**src/rtl/reg_file_pkg.sv**
```systemverilog
// Shared types and default sizes for the banked register file.
// Latency: n/a (declarations only).
// Backpressure: n/a.
//
// Contents:
//   DEF_W / DEF_D / DEF_NR : default width, address width and read-port count
//   copy_state_e           : state of the main<->shadow bank copy engine
package reg_file_pkg;

  localparam int DEF_W  = 8;
  localparam int DEF_D  = 4;
  localparam int DEF_NR = 2;

  typedef enum logic [1:0] {
    ST_IDLE    = 2'd0,
    ST_SAVE    = 2'd1,
    ST_RESTORE = 2'd2,
    ST_DONE    = 2'd3
  } copy_state_e;

  // Every state except IDLE holds the register file away from the user.
  function automatic logic state_is_busy(input copy_state_e s);
    return (s != ST_IDLE);
  endfunction

endpackage

```
**src/rtl/reg_file_copy_ctrl.sv**
```systemverilog
// Sequencer for bulk main->shadow (save) and shadow->main (restore) copies.
// Latency: one register per cycle, done pulses in the (2**D+1)th cycle after the request edge.
// Backpressure: requests arriving while busy are dropped, not queued.
//
// Ports:
//   clk, reset          : clock, asynchronous active-high reset
//   save_req            : start main->shadow copy (wins over restore_req)
//   restore_req         : start shadow->main copy
//   busy                : copy sequence in progress (SAVE, RESTORE, DONE)
//   done                : single-cycle pulse in the DONE state
//   idx                 : register currently being copied
//   save_active         : shadow[idx] <= main[idx] this cycle
//   restore_active      : main[idx] <= shadow[idx] this cycle
module reg_file_copy_ctrl
  import reg_file_pkg::*;
#(
  parameter int D = DEF_D
) (
  input  logic         clk,
  input  logic         reset,
  input  logic         save_req,
  input  logic         restore_req,
  output logic         busy,
  output logic         done,
  output logic [D-1:0] idx,
  output logic         save_active,
  output logic         restore_active
);

  localparam logic [D-1:0] IDX_LAST = {D{1'b1}};

  copy_state_e  state_q;
  copy_state_e  state_d;
  logic [D-1:0] idx_q;
  logic [D-1:0] idx_d;

  always_ff @(posedge clk or posedge reset) begin
    if (reset) begin
      state_q <= ST_IDLE;
      idx_q   <= '0;
    end else begin
      state_q <= state_d;
      idx_q   <= idx_d;
    end
  end

  always_comb begin
    state_d        = state_q;
    idx_d          = idx_q;
    done           = 1'b0;
    save_active    = 1'b0;
    restore_active = 1'b0;

    unique case (state_q)
      ST_IDLE: begin
        idx_d = '0;
        if (save_req) begin
          state_d = ST_SAVE;
        end else if (restore_req) begin
          state_d = ST_RESTORE;
        end
      end

      ST_SAVE: begin
        save_active = 1'b1;
        idx_d       = idx_q + 1'b1;
        if (idx_q == IDX_LAST) begin
          state_d = ST_DONE;
        end
      end

      ST_RESTORE: begin
        restore_active = 1'b1;
        idx_d          = idx_q + 1'b1;
        if (idx_q == IDX_LAST) begin
          state_d = ST_DONE;
        end
      end

      ST_DONE: begin
        // Extra cycle so done lands one cycle after the last copy; index is
        // forced back to 0 so the next sequence always starts at register 0.
        done    = 1'b1;
        idx_d   = '0;
        state_d = ST_IDLE;
      end

      default: begin
        state_d = ST_IDLE;
        idx_d   = '0;
      end
    endcase
  end

  assign busy = state_is_busy(state_q);
  assign idx  = idx_q;

endmodule

```
**src/rtl/reg_file_banked.sv**
```systemverilog
// Register file with a main bank, a shadow bank and bulk save/restore.
// Latency: reads combinational (optional same-cycle write forwarding); writes land at next edge.
// Backpressure: writes, moves and save/restore requests are dropped while busy.
//
// Ports:
//   clk, reset              : clock, asynchronous active-high reset
//   wr_en, wr_data          : write wr_data into main[wr_addr]
//   mov_en, mov_src         : copy main[mov_src] into main[wr_addr] (beats wr_en)
//   wr_addr                 : destination register for write/move
//   rd_addr[NR], rd_data[NR]: independent combinational read ports
//   acc_out                 : main[0], always visible
//   save_req, restore_req   : start main->shadow / shadow->main copy
//   busy, done              : copy in progress / end-of-copy pulse
module reg_file_banked
  import reg_file_pkg::*;
#(
  parameter int W      = DEF_W,
  parameter int D      = DEF_D,
  parameter int NR     = DEF_NR,
  parameter int BYPASS = 1
) (
  input  logic                  clk,
  input  logic                  reset,
  input  logic                  wr_en,
  input  logic                  mov_en,
  input  logic [D-1:0]          wr_addr,
  input  logic [D-1:0]          mov_src,
  input  logic [W-1:0]          wr_data,
  input  logic [NR-1:0][D-1:0]  rd_addr,
  output logic [NR-1:0][W-1:0]  rd_data,
  output logic [W-1:0]          acc_out,
  input  logic                  save_req,
  input  logic                  restore_req,
  output logic                  busy,
  output logic                  done
);

  localparam int N = 1 << D;

  logic [W-1:0] main_q   [N];
  logic [W-1:0] shadow_q [N];

  logic         save_active;
  logic         restore_active;
  logic [D-1:0] idx;

  logic         wr_acc;
  logic [W-1:0] wr_val;
  logic         byp_en;

  reg_file_copy_ctrl #(
    .D (D)
  ) u_copy_ctrl (
    .clk            (clk),
    .reset          (reset),
    .save_req       (save_req),
    .restore_req    (restore_req),
    .busy           (busy),
    .done           (done),
    .idx            (idx),
    .save_active    (save_active),
    .restore_active (restore_active)
  );

  // A move reads the source from the current main bank, so a self-move
  // rewrites the same value and the register is left unchanged.
  assign wr_acc = (wr_en | mov_en) & ~busy;
  assign wr_val = mov_en ? main_q[mov_src] : wr_data;
  assign byp_en = (BYPASS != 0) && wr_acc;

  // Forwarding only applies to accepted writes, so nothing is forwarded
  // while a copy sequence owns the banks.
  for (genvar i = 0; i < NR; i++) begin : g_rd
    assign rd_data[i] = (byp_en && (rd_addr[i] == wr_addr)) ? wr_val
                                                             : main_q[rd_addr[i]];
  end

  assign acc_out = (byp_en && (wr_addr == '0)) ? wr_val : main_q[0];

  // Main bank: restore and user writes never overlap because user writes
  // are only accepted outside the copy sequence.
  always_ff @(posedge clk or posedge reset) begin
    if (reset) begin
      for (int k = 0; k < N; k++) begin
        main_q[k] <= '0;
      end
    end else if (restore_active) begin
      main_q[idx] <= shadow_q[idx];
    end else if (wr_acc) begin
      main_q[wr_addr] <= wr_val;
    end
  end

  always_ff @(posedge clk or posedge reset) begin
    if (reset) begin
      for (int k = 0; k < N; k++) begin
        shadow_q[k] <= '0;
      end
    end else if (save_active) begin
      shadow_q[idx] <= main_q[idx];
    end
  end

endmodule

```
**config.mk**
```make
export PLATFORM = sky130hd
export DESIGN_NAME = reg_file_banked
export DESIGN_NICKNAME = d
export VERILOG_FILES = /design/src/rtl/reg_file_pkg.sv /design/src/rtl/reg_file_copy_ctrl.sv /design/src/rtl/reg_file_banked.sv
export SDC_FILE = /design/constraint.sdc
export NUM_CORES = 1
export LEC_CHECK = 0
export CAP_MARGIN = 10
export CORE_ASPECT_RATIO = 0.7
export CORE_UTILIZATION = 44
export CTS_CLUSTER_DIAMETER = 200
export DETAILED_ROUTE_END_ITERATION = 7
export HOLD_SLACK_MARGIN = 0.02
export PLACE_DENSITY = 0.59
export SETUP_SLACK_MARGIN = 0.4
export SYNTH_ARGS = -nofsm -noshare
export SYNTH_HDL_FRONTEND = slang
export SYNTH_HIERARCHICAL = 1
export SYNTH_SLANG_ARGS = --single-unit
```
**constraint.sdc**
```tcl
create_clock -name clk -period 21.7 [get_ports clk]
set_input_delay 4.34 -clock clk [delete_from_list [all_inputs] [get_ports clk]]
set_output_delay 4.34 -clock clk [all_outputs]
set_load 0.01 [all_outputs]
```
== Yosys cells after proc, flatten, opt, wreduce, memory -nomap -nowiden ==
Index checks and enable logic that the tools add are counted.
Operators by class
  $add $sub $neg: 1
  $lt $le $gt $ge: 7
  equal/unequal tests: 8
  multiplexer cells: 36
  bitwise operators: 8
  reductions and logical operators: 12
Operators by type and width (count)
  bitwise mux 128 bit: 3
  two-way mux 128 bit: 2
  binary-select mux 8 bit (select 4 bit): 5
  two-way mux 8 bit: 16
  demux 8 bit (select 4 bit): 2
  greater-or-equal comparator 5 bit (second input constant): 5
  inverter 4 -> 5 bit: 5
  less-than comparator 5 x 1 -> 1 bit (second input constant): 2
  == test 4 bit: 2
  case mux 4 bit (2 select lines): 1
  two-way mux 2 bit: 3
  case mux 2 bit (3 select lines): 1
  logical AND 1 bit: 5
  adder 4 x 1 -> 4 bit (second input constant): 1
  == test 2 bit (second input constant): 2
  == test 4 bit (second input constant): 1
  logical NOT 4 bit: 1
  nonzero test 2 bit: 2
  OR reduction 2 bit: 2
  two-way mux 1 bit: 3
  inequality test 3 bit (second input constant): 1
  == test 2 x 1 -> 1 bit (second input constant): 1
  logical NOT 2 bit: 1
  inequality test 2 x 1 -> 1 bit (second input constant): 1
  4 further kinds: 4
Word-level totals
  bits in registers: 262
  input bits: 30
  output and inout port bits: 26
  word-level logic and storage cells: 106

== Logic depth before layout (Yosys ltp) ==
  depth after elaboration: 8
  gate-level depth with buffers: 9
  gate-level depth less buffers: 8

== Cells and area by module ==
The synthesis kept the hierarchy.
Modules (own cells, without submodules)
  reg_file_banked: times used 1, cells an instance 1285, area an instance 15413.5 um^2, sequential area each 6406.1 um^2
  reg_file_copy_ctrl: times used 1, cells an instance 31, area an instance 352.8 um^2, sequential area each 150.1 um^2

== Worst setup path after synthesis ==
OpenSTA, ideal clock, no wires.
  path type: input port to output port
  start: in rd_addr[4] in the netlist's numbering
  end: out rd_data[10] in the netlist's numbering
  arrival time: 5.893 ns
  data required time: 17.360 ns
  slack: 11.467 ns
  stages: 7
  buffers on the path: 2
  cell sequence: clkbuf_1 buf_2 mux4_2 a22oi_1 nand3_1 nand2_1 o21ai_0
RTL lines
  start: declaration: line reg_file_banked.sv:29  | input logic [NR-1:0][D-1:0] rd_addr,
  end: declaration: line reg_file_banked.sv:30  | output logic [NR-1:0][W-1:0] rd_data,

==> out/qor.csv <==
stage,metric,value,unit
cells_and_area,area growth from synthesis to layout,10.9,%
power,power per cell area,120,nW/um^2
status,status,"complete, no violations",
detailed_routing,ratio of routed vias to standard cells,6.76,
clock_tree,Resize count post-CTS,0,
die,top-level port count,56,
cells_and_area,total area of sequential cells,6560,um^2
synth,post-synthesis async set-or-reset flop share,100,%
die,floorplan die height,160,um
synth,sequential area share after synthesis,41.6,%
cells_and_area,"leading cell type in the layout, fill and taps excluded",sky130_fd_sc_hd__dfrtp_1,
run,max-cap violation count,0,
critical_path,required time worst endpoint,17360,ps
sta,slew at the pin with the worst max-slew slack,1270,ps
detailed_routing,DRC errors left,0,
clock_tree,insertion delay of the later-clocked pin in the worst-skew pair,570,ps
global_routing,GRT Resource Usage Total,28.9,%
placement,gp weighted congestion,0.928,
synth,mean instance size in the synthesized netlist,12.0,um^2
cells_and_area,nets@finish,1362,
sta,"Period Utilization, post-route",55.9,%
clock_tree,H-tree Lvls,1,
cells_and_area,area occupied by multi-input gates,8730,um^2
cells_and_area,fraction of layout cells with a size suffix above 1,22.8,%
global_routing,maximum number of pins on one net before global-route repair,117,
cells_and_area,"commonest cells after routing, fill and taps aside","260 x sky130_fd_sc_hd__dfrtp_1, 120 x sky130_fd_sc_hd__mux4_2, 99 x sky130_fd_sc_hd__nand2_1",
critical_path,endpoint type of the worst setup path,primary output,
sta,highest clock frequency the design can meet,82.5,MHz
cells_and_area,count of non-filler cells in the finished layout,1816,
synth,number of storage elements in the synthesis netlist,262,
critical_path,CP Max Fanout,16,
die,Chip Width,228,um
detailed_routing,drt wl/cell,28.8,um
clock_tree,Inserted Clock Buffers,28,
sta,clock tree skew after final layout,18.4,ps
critical_path,type of the setup path with the least slack,in2out,
sta,Final Critical Period,12130,ps
clock_tree,cell at the root of the clock tree,sky130_fd_sc_hd__clkbuf_16,
placement,hpwl dp,37700,um
sta,setup TNS,0,ps
synth,synthesized cell area,15800,um^2
critical_path,Arrival @ worst endpoint,7790,ps
sta,setup violators final,0,
detailed_routing,count of TritonRoute iterations in the first routing pass,5,
power,Leakage,7.54,nW
detailed_routing,via count,12275,
clock_tree,CTS sink cnt,262,
sta,number of endpoints with negative hold slack in the final report,0,
die,die area,36600,um^2
global_routing,remaining global-route overflow,0,
synth,number of different library cells in the post-synthesis netlist,47,
critical_path,startpoint kind of the worst setup timing path,input port,
cells_and_area,n_diodes,0,
sta,RSZ-0062 raised after global routing,false,
global_routing,global-route wire length before repair,79400,um
synth,most instantiated flip-flop cell in the synthesis netlist,sky130_fd_sc_hd__dfrtp_1,
sta,max-slew violation count,0,
placement,cell total after placement,1767,
synth,"EDFF count, synth",0,
clock_tree,clock transition at the registers of the reported paths,60,ps
synth,number of warnings issued by yosys,6,
clock_tree,TritonCTS clock tree,done,
die,starting utilization of the core area,45.0,%
placement,number of I/O port buffers,55,
detailed_routing,initial DRC count,1568,
die,area of the core region,35000,um^2
sta,max_slew headroom,15.1,%
clock_tree,number of buffers inserted by hold repair at cts,0,
synth,synthesized netlist cell count,1316,
die,row cnt,57,
detailed_routing,"antenna viol nets, final",0,
clock_tree,"buffers from clock root to sink, at most",3,
global_routing,antenna violations before repair,2,
cells_and_area,Fill cells,3093,
detailed_routing,final routed wirelength across all metal layers,52200,um
global_routing,via count of the first global-routing pass,11851,
synth,number of nets produced by synthesis,1352,
clock_tree,total setup buffers inserted after CTS,0,
power,Max IR drop VDD,63.3,uV
worst_hold_path,HP Class,reg2reg,
==> sequential cells by signal (all words and copies together), names as in the netlist <==
register,count
main_q,128
u_copy_ctrl/idx,4
shadow_q,128
u_copy_ctrl/state_q,2
==> kinds of logic after synthesis <==
group           after synthesis  synth area share [%]
fa+ha+maj                     6                 0.476
xor+xnor                     10                 0.555
flops                       262                  41.6
buf+inv                     101                  3.07
simple gates                355                  12.3
mux                         283                  28.3
compound gates              299                  13.8
==> where the power goes <==
| group | internal, mW | leakage (nW) | switching, mW |
|---|---|---|---|
| Combinational | 0.381 | 3.54 | 0.373 |
| Sequential | 0.628 | 3.56 | 0.243 |
| Clock | 0.271 | 0.434 | 0.201 |
| Total | 1.28 | 7.54 | 0.816 |
==> critical path, cell delays in order <==
cell	delay (ps)
sky130_fd_sc_hd__clkdlybuf4s50_1	520
sky130_fd_sc_hd__nor2b_1	1000
sky130_fd_sc_hd__a22oi_1	250
sky130_fd_sc_hd__a21o_1	240
sky130_fd_sc_hd__nand3_1	560
sky130_fd_sc_hd__o21ai_0	320
sky130_fd_sc_hd__clkdlybuf4s50_1	550
==> final timing paths <==
| kind | start | end | slack (ps) | depth (start not counted) |
|---|---|---|---|---|
| hold reg to reg | shadow_q[113]$_DFFE_PP0P_ | shadow_q[113]$_DFFE_PP0P_ | 480 | 2 |
| setup reg to reg | u_copy_ctrl/idx[0]$_DFF_PP0_ | main_q[71]$_DFFE_PP0P_ | 17810 | 6 |
| hold / removal | shadow_q[113]$_DFFE_PP0P_ | shadow_q[113]$_DFFE_PP0P_ | 480 | 2 |
| min in group asynchronous | reset | u_copy_ctrl/idx[0]$_DFF_PP0_ | 4160 | 2 |
| setup / recovery | mov_src[2] | rd_data[0] | 9570 | 7 |
| max in group asynchronous | reset | main_q[78]$_DFFE_PP0P_ | 15000 | 4 |
==> final cells by class <==
cell class / count / area share [%]
inverter: 6 / 0.172
timing repair buffer: 75 / 3.93
clock inverter: 2 / 0.100
multi-input combinational: 953 / 49.9
clock buffer: 46 / 4.97
sequential: 262 / 37.5
tap: 472 / 3.38
==> cell usage after synthesis, types with 22 or more instances <==
cell type | instances | area [um^2]
sky130_fd_sc_hd__and2_1 | 60 | 375
sky130_fd_sc_hd__a22oi_1 | 96 | 721
sky130_fd_sc_hd__nor2_1 | 35 | 131
sky130_fd_sc_hd__mux2_2 | 96 | 1080
sky130_fd_sc_hd__a221o_1 | 64 | 641
sky130_fd_sc_hd__nor2b_1 | 22 | 138
sky130_fd_sc_hd__mux4_2 | 120 | 2700
sky130_fd_sc_hd__buf_2 | 39 | 195
sky130_fd_sc_hd__nand3_1 | 48 | 240
sky130_fd_sc_hd__mux2i_1 | 67 | 671
sky130_fd_sc_hd__o21ai_0 | 89 | 445
sky130_fd_sc_hd__nand2_1 | 99 | 372
sky130_fd_sc_hd__dfrtp_1 | 262 | 6560
sky130_fd_sc_hd__clkbuf_1 | 40 | 150
==> layer usage <==
metal	vias up	global-route usage (%)	share of wire, %
li1	5170	-	-
met1	6355	45.3	45
met2	668	39.0	41
met3	82	7.85	11
met4	0	7.29	2.7
met5	-	0	0
==> per-stage QoR <==
stage               utilization, %  power (mW)  setup WS (ps)  area [um^2]  hold WS (ps)
floorplan                        -        1.30          10320        15800           441
global placement              47.4        1.60           9670        16600           455
detailed placement            47.4        1.61           9580        16600           463
CTS                           49.9        2.09           9590        17500           474
global route                  49.9        2.19           9420        17500           494
finish                        49.9        2.10           9570        17500           480
No activity file was read; power rests on OpenSTA's default activity.
